**src/rtl/pipe_stage_reg.sv**
```systemverilog
// Pipeline stage register with valid/ready handshake, two-entry skid buffer,
// synchronous flush and a saturating bubble counter.
module pipe_stage_reg #(
  parameter int unsigned CTRL_W     = 10,
  parameter int unsigned DATA_W     = 165,
  parameter int unsigned CLEAR_DATA = 1,
  parameter int unsigned CNT_W      = 16
) (
  input  logic              CLK,
  input  logic              RST,
  input  logic              ValidD,
  output logic              ReadyD,
  input  logic [CTRL_W-1:0] CtrlD,
  input  logic [DATA_W-1:0] DataD,
  output logic              ValidE,
  input  logic              ReadyE,
  output logic [CTRL_W-1:0] CtrlE,
  output logic [DATA_W-1:0] DataE,
  input  logic              FlushE,
  output logic [CNT_W-1:0]  BubbleCnt
);

  typedef enum logic [1:0] {StEmpty, StFull, StSkid} state_e;

  state_e              state_q, state_d;
  logic                valid_q, valid_d;
  logic                ready_q, ready_d;
  logic [CTRL_W-1:0]   main_ctrl_q, main_ctrl_d;
  logic [DATA_W-1:0]   main_data_q, main_data_d;
  logic [CTRL_W-1:0]   skid_ctrl_q, skid_ctrl_d;
  logic [DATA_W-1:0]   skid_data_q, skid_data_d;
  logic [CNT_W-1:0]    cnt_q, cnt_d;
  logic                accept, take;

  assign accept = ValidD & ready_q;
  assign take   = valid_q & ReadyE;

  always_comb begin
    state_d     = state_q;
    main_ctrl_d = main_ctrl_q;
    main_data_d = main_data_q;
    skid_ctrl_d = skid_ctrl_q;
    skid_data_d = skid_data_q;
    if (FlushE) begin
      state_d     = StEmpty;
      main_ctrl_d = '0;
      skid_ctrl_d = '0;
      if (CLEAR_DATA != 0) begin
        main_data_d = '0;
        skid_data_d = '0;
      end
    end else begin
      unique case (state_q)
        StEmpty: begin
          if (accept) begin
            main_ctrl_d = CtrlD;
            main_data_d = DataD;
            state_d     = StFull;
          end
        end
        StFull: begin
          if (accept && take) begin
            main_ctrl_d = CtrlD;
            main_data_d = DataD;
          end else if (accept) begin
            skid_ctrl_d = CtrlD;
            skid_data_d = DataD;
            state_d     = StSkid;
          end else if (take) begin
            // Bubble must carry no side-effecting control bits.
            main_ctrl_d = '0;
            state_d     = StEmpty;
          end
        end
        StSkid: begin
          if (take) begin
            main_ctrl_d = skid_ctrl_q;
            main_data_d = skid_data_q;
            skid_ctrl_d = '0;
            state_d     = StFull;
          end
        end
        default: state_d = StEmpty;
      endcase
    end
    valid_d = (state_d != StEmpty);
    ready_d = (state_d != StSkid);
    cnt_d   = cnt_q;
    if (!valid_q && (cnt_q != {CNT_W{1'b1}})) begin
      cnt_d = cnt_q + CNT_W'(1);
    end
  end

  always_ff @(posedge CLK) begin
    if (RST) begin
      state_q     <= StEmpty;
      valid_q     <= 1'b0;
      ready_q     <= 1'b1;
      main_ctrl_q <= '0;
      main_data_q <= '0;
      skid_ctrl_q <= '0;
      skid_data_q <= '0;
      cnt_q       <= '0;
    end else begin
      state_q     <= state_d;
      valid_q     <= valid_d;
      ready_q     <= ready_d;
      main_ctrl_q <= main_ctrl_d;
      main_data_q <= main_data_d;
      skid_ctrl_q <= skid_ctrl_d;
      skid_data_q <= skid_data_d;
      cnt_q       <= cnt_d;
    end
  end

  assign ReadyD    = ready_q;
  assign ValidE    = valid_q;
  assign CtrlE     = main_ctrl_q;
  assign DataE     = main_data_q;
  assign BubbleCnt = cnt_q;

endmodule

```
**config.mk**
```make
export PLATFORM = sky130hd
export DESIGN_NAME = pipe_stage_reg
export DESIGN_NICKNAME = d
export VERILOG_FILES = /design/src/rtl/pipe_stage_reg.sv
export SDC_FILE = /design/constraint.sdc
export NUM_CORES = 1
export LEC_CHECK = 0
export CAP_MARGIN = 10
export CORE_MARGIN = 10
export CORE_UTILIZATION = 49
export DETAILED_ROUTE_END_ITERATION = 12
export HOLD_SLACK_MARGIN = 0.02
export PLACE_DENSITY_LB_ADDON = 0.12
export REMOVE_ABC_BUFFERS = 1
export SLEW_MARGIN = 20
export SYNTH_ARGS = -nofsm -noshare
export SYNTH_HDL_FRONTEND = slang
export SYNTH_SLANG_ARGS = --single-unit
export TNS_END_PERCENT = 20
```
**constraint.sdc**
```tcl
create_clock -name CLK -period 2.28 [get_ports CLK]
set_input_delay 0.228 -clock CLK [delete_from_list [all_inputs] [get_ports CLK]]
set_output_delay 0.228 -clock CLK [all_outputs]
set_load 0.02 [all_outputs]
```
* Word-level counts from Yosys, hierarchy flattened
Cells that the tools add are included.
Word-level totals: bits in registers 370, bits in latches 0, bits in writable memories 0, memory bits (read-only) 0, bits of input ports 180, output and inout port bits 193, memories kept 0
Operators by class: $add $sub $neg 1, multipliers 0, divide/modulo/power cells 0, order comparisons 0, equal/unequal tests 11, shift operators 0, multiplexer cells 19, bitwise gates (word level) 3, reductions and logical operators 12
Operators by type and width (number):
- $mux 165 | 3
- $pmux 165 s3 | 1
- $mux 10 | 6
- $pmux 10 s3 | 1
- $pmux 10 s2 | 1
- $add 16x1->16 const B | 1
- $ne 16x16->1 const B | 1
- $mux 2 | 6
- $ne 2x2->1 const B | 6
- $reduce_and 4->1 | 2
- $ne 3x3->1 const B | 2
- $pmux 2 s3 | 1
- $reduce_and 5->1 | 1
- $reduce_bool 2->1 | 2
- $reduce_and 3->1 | 1
- $reduce_bool 3->1 | 1
- $and 1x1->1 | 2
- $eq 2x1->1 const B | 1
- $eq 2x2->1 const B | 1
- $logic_and 1x1->1 | 2
- $logic_not 2->1 | 1
- $reduce_or 2->1 | 1
- $logic_not 1->1 | 1
- $not 1->1 | 1

* Depth between registers and ports, before layout
depth in word-level cells 7, mapped depth 9, depth with buffers taken out 6

* Least setup slack after synthesis
Ideal clock, no wire load.
path type register -> register, start point register cnt_q[0] (netlist: BubbleCnt[0]), end point register cnt_q[3] (netlist: BubbleCnt[3]), setup time 0.121 ns, data arrival time 1.802 ns, required time 2.159 ns, path slack 0.357 ns, stages on the path, launching flop included 6, cell sequence dfxtp_1 ha_1 nand3_1 o41a_2 nand4_1 mux2_2
On the way: cells in the longest elaborated chain, start to end 2, elaborated cells between the ends (all ways) 3
Ends and longest elaborated chain:
- start: declaration | line 32 | logic [CNT_W-1:0] cnt_q, cnt_d;
- start signal: assignment | line 112 | cnt_q <= cnt_d;
- branches (longest 2 deep; another with $add 16x1->16)
Parallel ways; which one is timed is not known. A chain may end at the register's enable or synchronous reset.

* Worst setup path after layout
start point register state_q[0], end point register main_data_q[45] (netlist: DataE[45])
On the way: cells in the longest elaborated chain, start to end 3, elaborated cells between the ends (all ways) 9
Ends and longest elaborated chain:
- start: declaration | line 25 | state_e state_q, state_d;
- start signal: assignment | line 96 | state_q <= StEmpty;
- start signal: assignment | line 105 | state_q <= state_d;
- $eq 2x1->1 (tied with other cells) | line 53 | unique case (state_q)
- $ne 2x2->1 (no source line) or $reduce_bool 3->1 (tied branches)
- $reduce_and 4->1 (no source line)
- end signal: assignment | line 109 | main_data_q <= main_data_d;
- end: declaration | line 29 | logic [DATA_W-1:0] main_data_q, main_data_d;
Parallel ways exist; a longest one is shown, timed or not.

==> results.yml <==
worst_setup_path:
  reg2reg_to: "DataE[45]$_SDFFE_PP0P_"
  arrival_ns: 2.59
  required_ns: 2.71
  start_kind: "register"
  crit_fanout: 44
  worstSetupPathType: "register to register"
  r2r_cells: 8
  crit_path_max_incr_delay_ns: 0.38
  crit_path_end_kind: "register"
  slowest_stage: "dfxtp_2"
  crit_chain: "inv_1 -> ha_4 -> nand4b_1 -> a21oi_4 -> buf_12 -> buf_6 -> nor3_1 -> a211oi_1"
  timing.rr.start: "state_q[0]$_SDFF_PP0_"
  reg2reg_slack_ns: 0.12
die:
  die_area_um2: 38000
  initial_core_util_pct: 50.2
  core_um2: 29900
  io-pin-count: 373
  die_w_um: 195
  die_h_um: 195
  fp-row-count: 63
global_routing:
  antenna_found_initial: 16
  grt_pass1_vias: 13400
  grt_max_degree: 93
  grt_pass1_wl_um: 73700
  gr-total-overflow: 0
  grtUsageTotal_pct: 23.2
logic_synthesis:
  synth.distinct_cells: 49
  netlist_instances: 1692
  yosys-top-cells-area: "dfxtp_1 49%, mux2i_1 11%, nand2_1 8.7%, a211oi_1 8.3%, a21oi_1 6.1%"
  synthFlopType: "dfxtp_1"
  async_flop_share_pct: 0
  synth_area_per_cell_um2: 8.86
  synth_edf_count: 0
  synth_area_um2: 15000
  yosys_warnings: 0
  synth_seq_cells: 370
  yosysSeqAreaShare_pct: 49.4
  synth_area_leader_cell: "dfxtp_1"
  synth_top_area_share_pct: 49.4
route:
  drtPass1Iterations: 5
  post_drt_via_cell_ratio: 5.65
  top_layer_used: "met5"
  finalWirelength_um: 47600
  drc: 0
  drtIter0Drc: 914
  avgRoutedWirePerCell_um: 19.7
  antenna_left: 0
  route.met2.wl_um: 22700
  wl_met1_um: 19900
  vias: 13700
  dr_wl_met3_um: 3520
cts:
  cts_buffers: 40
  clk_pin_slew_worst_paths_ns: 0.06
  holdBufCountCts: 0
  root_buffer: "clkbuf_16"
  insertion_delay_ns: 0.52
  cts_tree: "done"
  htreeDepth: 2
  clkSinkCount: 370
  clock_tree.buffer_depth: 3
timing:
  hold_viol_final: 0
  skew_ns: 0.0115
  fin_crit_ns: 2.16
  timing.final.crit_share_pct: 94.7
  setup_violations: 0
  hold_ws_ns: 0.283
  max_slew_margin_pct: 51.0
  rsz0062_at_grt: "no"
  tightest_slew_ns: 0.735
  slew_viol_final: 0
  fmax_mhz: 463
final_layout:
  layout_commonest_cell: "clkdlybuf4s50_1"
  final_area_um2: 20600
  final_nets: 2176
  fillCellCount: 2366
  final_cell_mix: "372 x clkdlybuf4s50_1, 369 x dfxtp_1, 346 x nand2_1"
  syn2layout_area_growth_pct: 37.3
  layout-drive-gt1-share_pct: 6.00
placed_design:
  place_hpwl_um: 30600
  placed_area_um2: 19100
  io_buffers: 372
  place.gp.congestion: 0.838
power_and_ir_drop:
  ir_worst_vdd_uv: 527
  power.density_nw_per_um2: 751
  leakage_nw: 6.57
worst_hold_path:
  holdCritPathClass: "primary input to register"
  min-delay-start: "DataD[141]"
  hold_path_depth: 3
  hold-path-endpoint: "skid_data_q[141]$_SDFFE_PP0P_"
flow_run:
  drv_cap: 0
outcome:
  outcome: "finished clean"
==> registers in the layout, indices dropped and copies added (netlist names) <==
register / cells
DataE: 165
skid_data_q: 165
BubbleCnt: 16
CtrlE: 10
skid_ctrl_q: 10
state_q: 2
ReadyD: 1
ValidE: 1
==> critical path: cells and delay by family, from the launching register on <==
kind | cells | cell delay, ns
DFF | 1 | 0.38
and+or+nand+nor | 2 | 0.36
adders and majority gates | 1 | 0.21
AOI/OAI and AO/OA | 2 | 0.46
buffers and inverters | 3 | 0.63
==> where the power goes <==
part / switching [mW] / internal (mW) / total, mW
clock network: 2.55 / 4.03 / 6.58
registers: 0.139 / 6.67 / 6.81
logic: 1.09 / 0.978 / 2.07
==> repair_timing <==
action / 4_1_cts / 5_1_grt
resized for setup: 0 / 5
endpoints found under the setup margin: 0 / 104
endpoints found under the hold margin: 0 / 0
setup buffers: 0 / 1
==> layer usage <==
layer  up-vias  track usage [%]
met4        10             8.62
li1       6624                -
met5         -                0
met2       403             37.4
met3        87             6.73
met1      6540             28.7
==> stage by stage <==
step	util, %	TNS [ns]	std cells	power, mW	setup slack [ns]
2_1_floorplan	-	-3026.25	1536	7.97	-13.59
3_3_place_gp	64.1	0	2335	8.95	0.150
3_5_place_dp	64.1	0	2335	8.98	0.0744
4_1_cts	68.6	0	2403	15.5	0.0699
5_1_grt	68.9	0	2416	16.0	0.0218
6_report	68.9	0	2418	15.5	0.121
==> cells in the mapped netlist (2+ instances only) <==
| master | number |
|---|---|
| xor2_1 | 2 |
| nand2_1 | 346 |
| nand2b_1 | 2 |
| ha_1 | 6 |
| o21ai_0 | 5 |
| nand4_1 | 6 |
| o31ai_1 | 6 |
| nor2b_1 | 3 |
| or3_1 | 3 |
| nor3_1 | 178 |
| nand3b_1 | 10 |
| or2_2 | 2 |
| a21boi_0 | 2 |
| buf_2 | 81 |
| and2_1 | 2 |
| a221oi_1 | 10 |
| mux2_2 | 3 |
| a211oi_1 | 165 |
| clkbuf_1 | 66 |
| buf_1 | 9 |
| dfxtp_1 | 370 |
| nor2_1 | 23 |
| nand4b_1 | 2 |
| xnor2_1 | 2 |
| inv_1 | 5 |
| mux2i_1 | 167 |
| or4_1 | 3 |
| a31oi_1 | 2 |
| a21oi_1 | 183 |
| nand3_1 | 9 |
==> how the worst max path moves through the flow <==
stage | startpoint | to | slack (ns) | depth (start not counted)
2_1_floorplan | state_q[0]$_SDFF_PP0_ | DataE[0]$_SDFFE_PP0P_ | -13.59 | 6
3_3_place_gp | ValidD | DataE[132]$_SDFFE_PP0P_ | 0.15 | 6
3_5_place_dp | state_q[0]$_SDFF_PP0_ | DataE[146]$_SDFFE_PP0P_ | 0.07 | 7
4_1_cts | state_q[0]$_SDFF_PP0_ | DataE[28]$_SDFFE_PP0P_ | 0.07 | 7
5_1_grt | state_q[0]$_SDFF_PP0_ | DataE[146]$_SDFFE_PP0P_ | 0.02 | 8
6_report | state_q[0]$_SDFF_PP0_ | DataE[45]$_SDFFE_PP0P_ | 0.12 | 8
==> logic make-up (layout without fill, tap and decap cells) <==
kind of cell	Yosys count	in the layout	synth area share, %
compound gates	381	381	16.1
fa+ha+maj	6	6	0.501
xor+xnor	4	4	0.234
buf+inv	161	485	4.71
flops	370	370	49.4
mux	170	170	11.4
other cells	0	12	0
simple gates	600	600	17.7
==> cell type report <==
class	count	area (um^2)	area share [%]
Antenna cell	12	30.0	0.146
Clock buffer	57	1180	5.72
Clock inverter	11	161	0.784
Inverter	5	18.8	0.0912
Multi-Input combinational cell	1161	6930	33.7
Sequential cell	370	7410	36.0
Tap cell	390	488	2.37
Timing Repair Buffer	412	4370	21.2
Note: power is estimated with default switching activity, not from simulation.
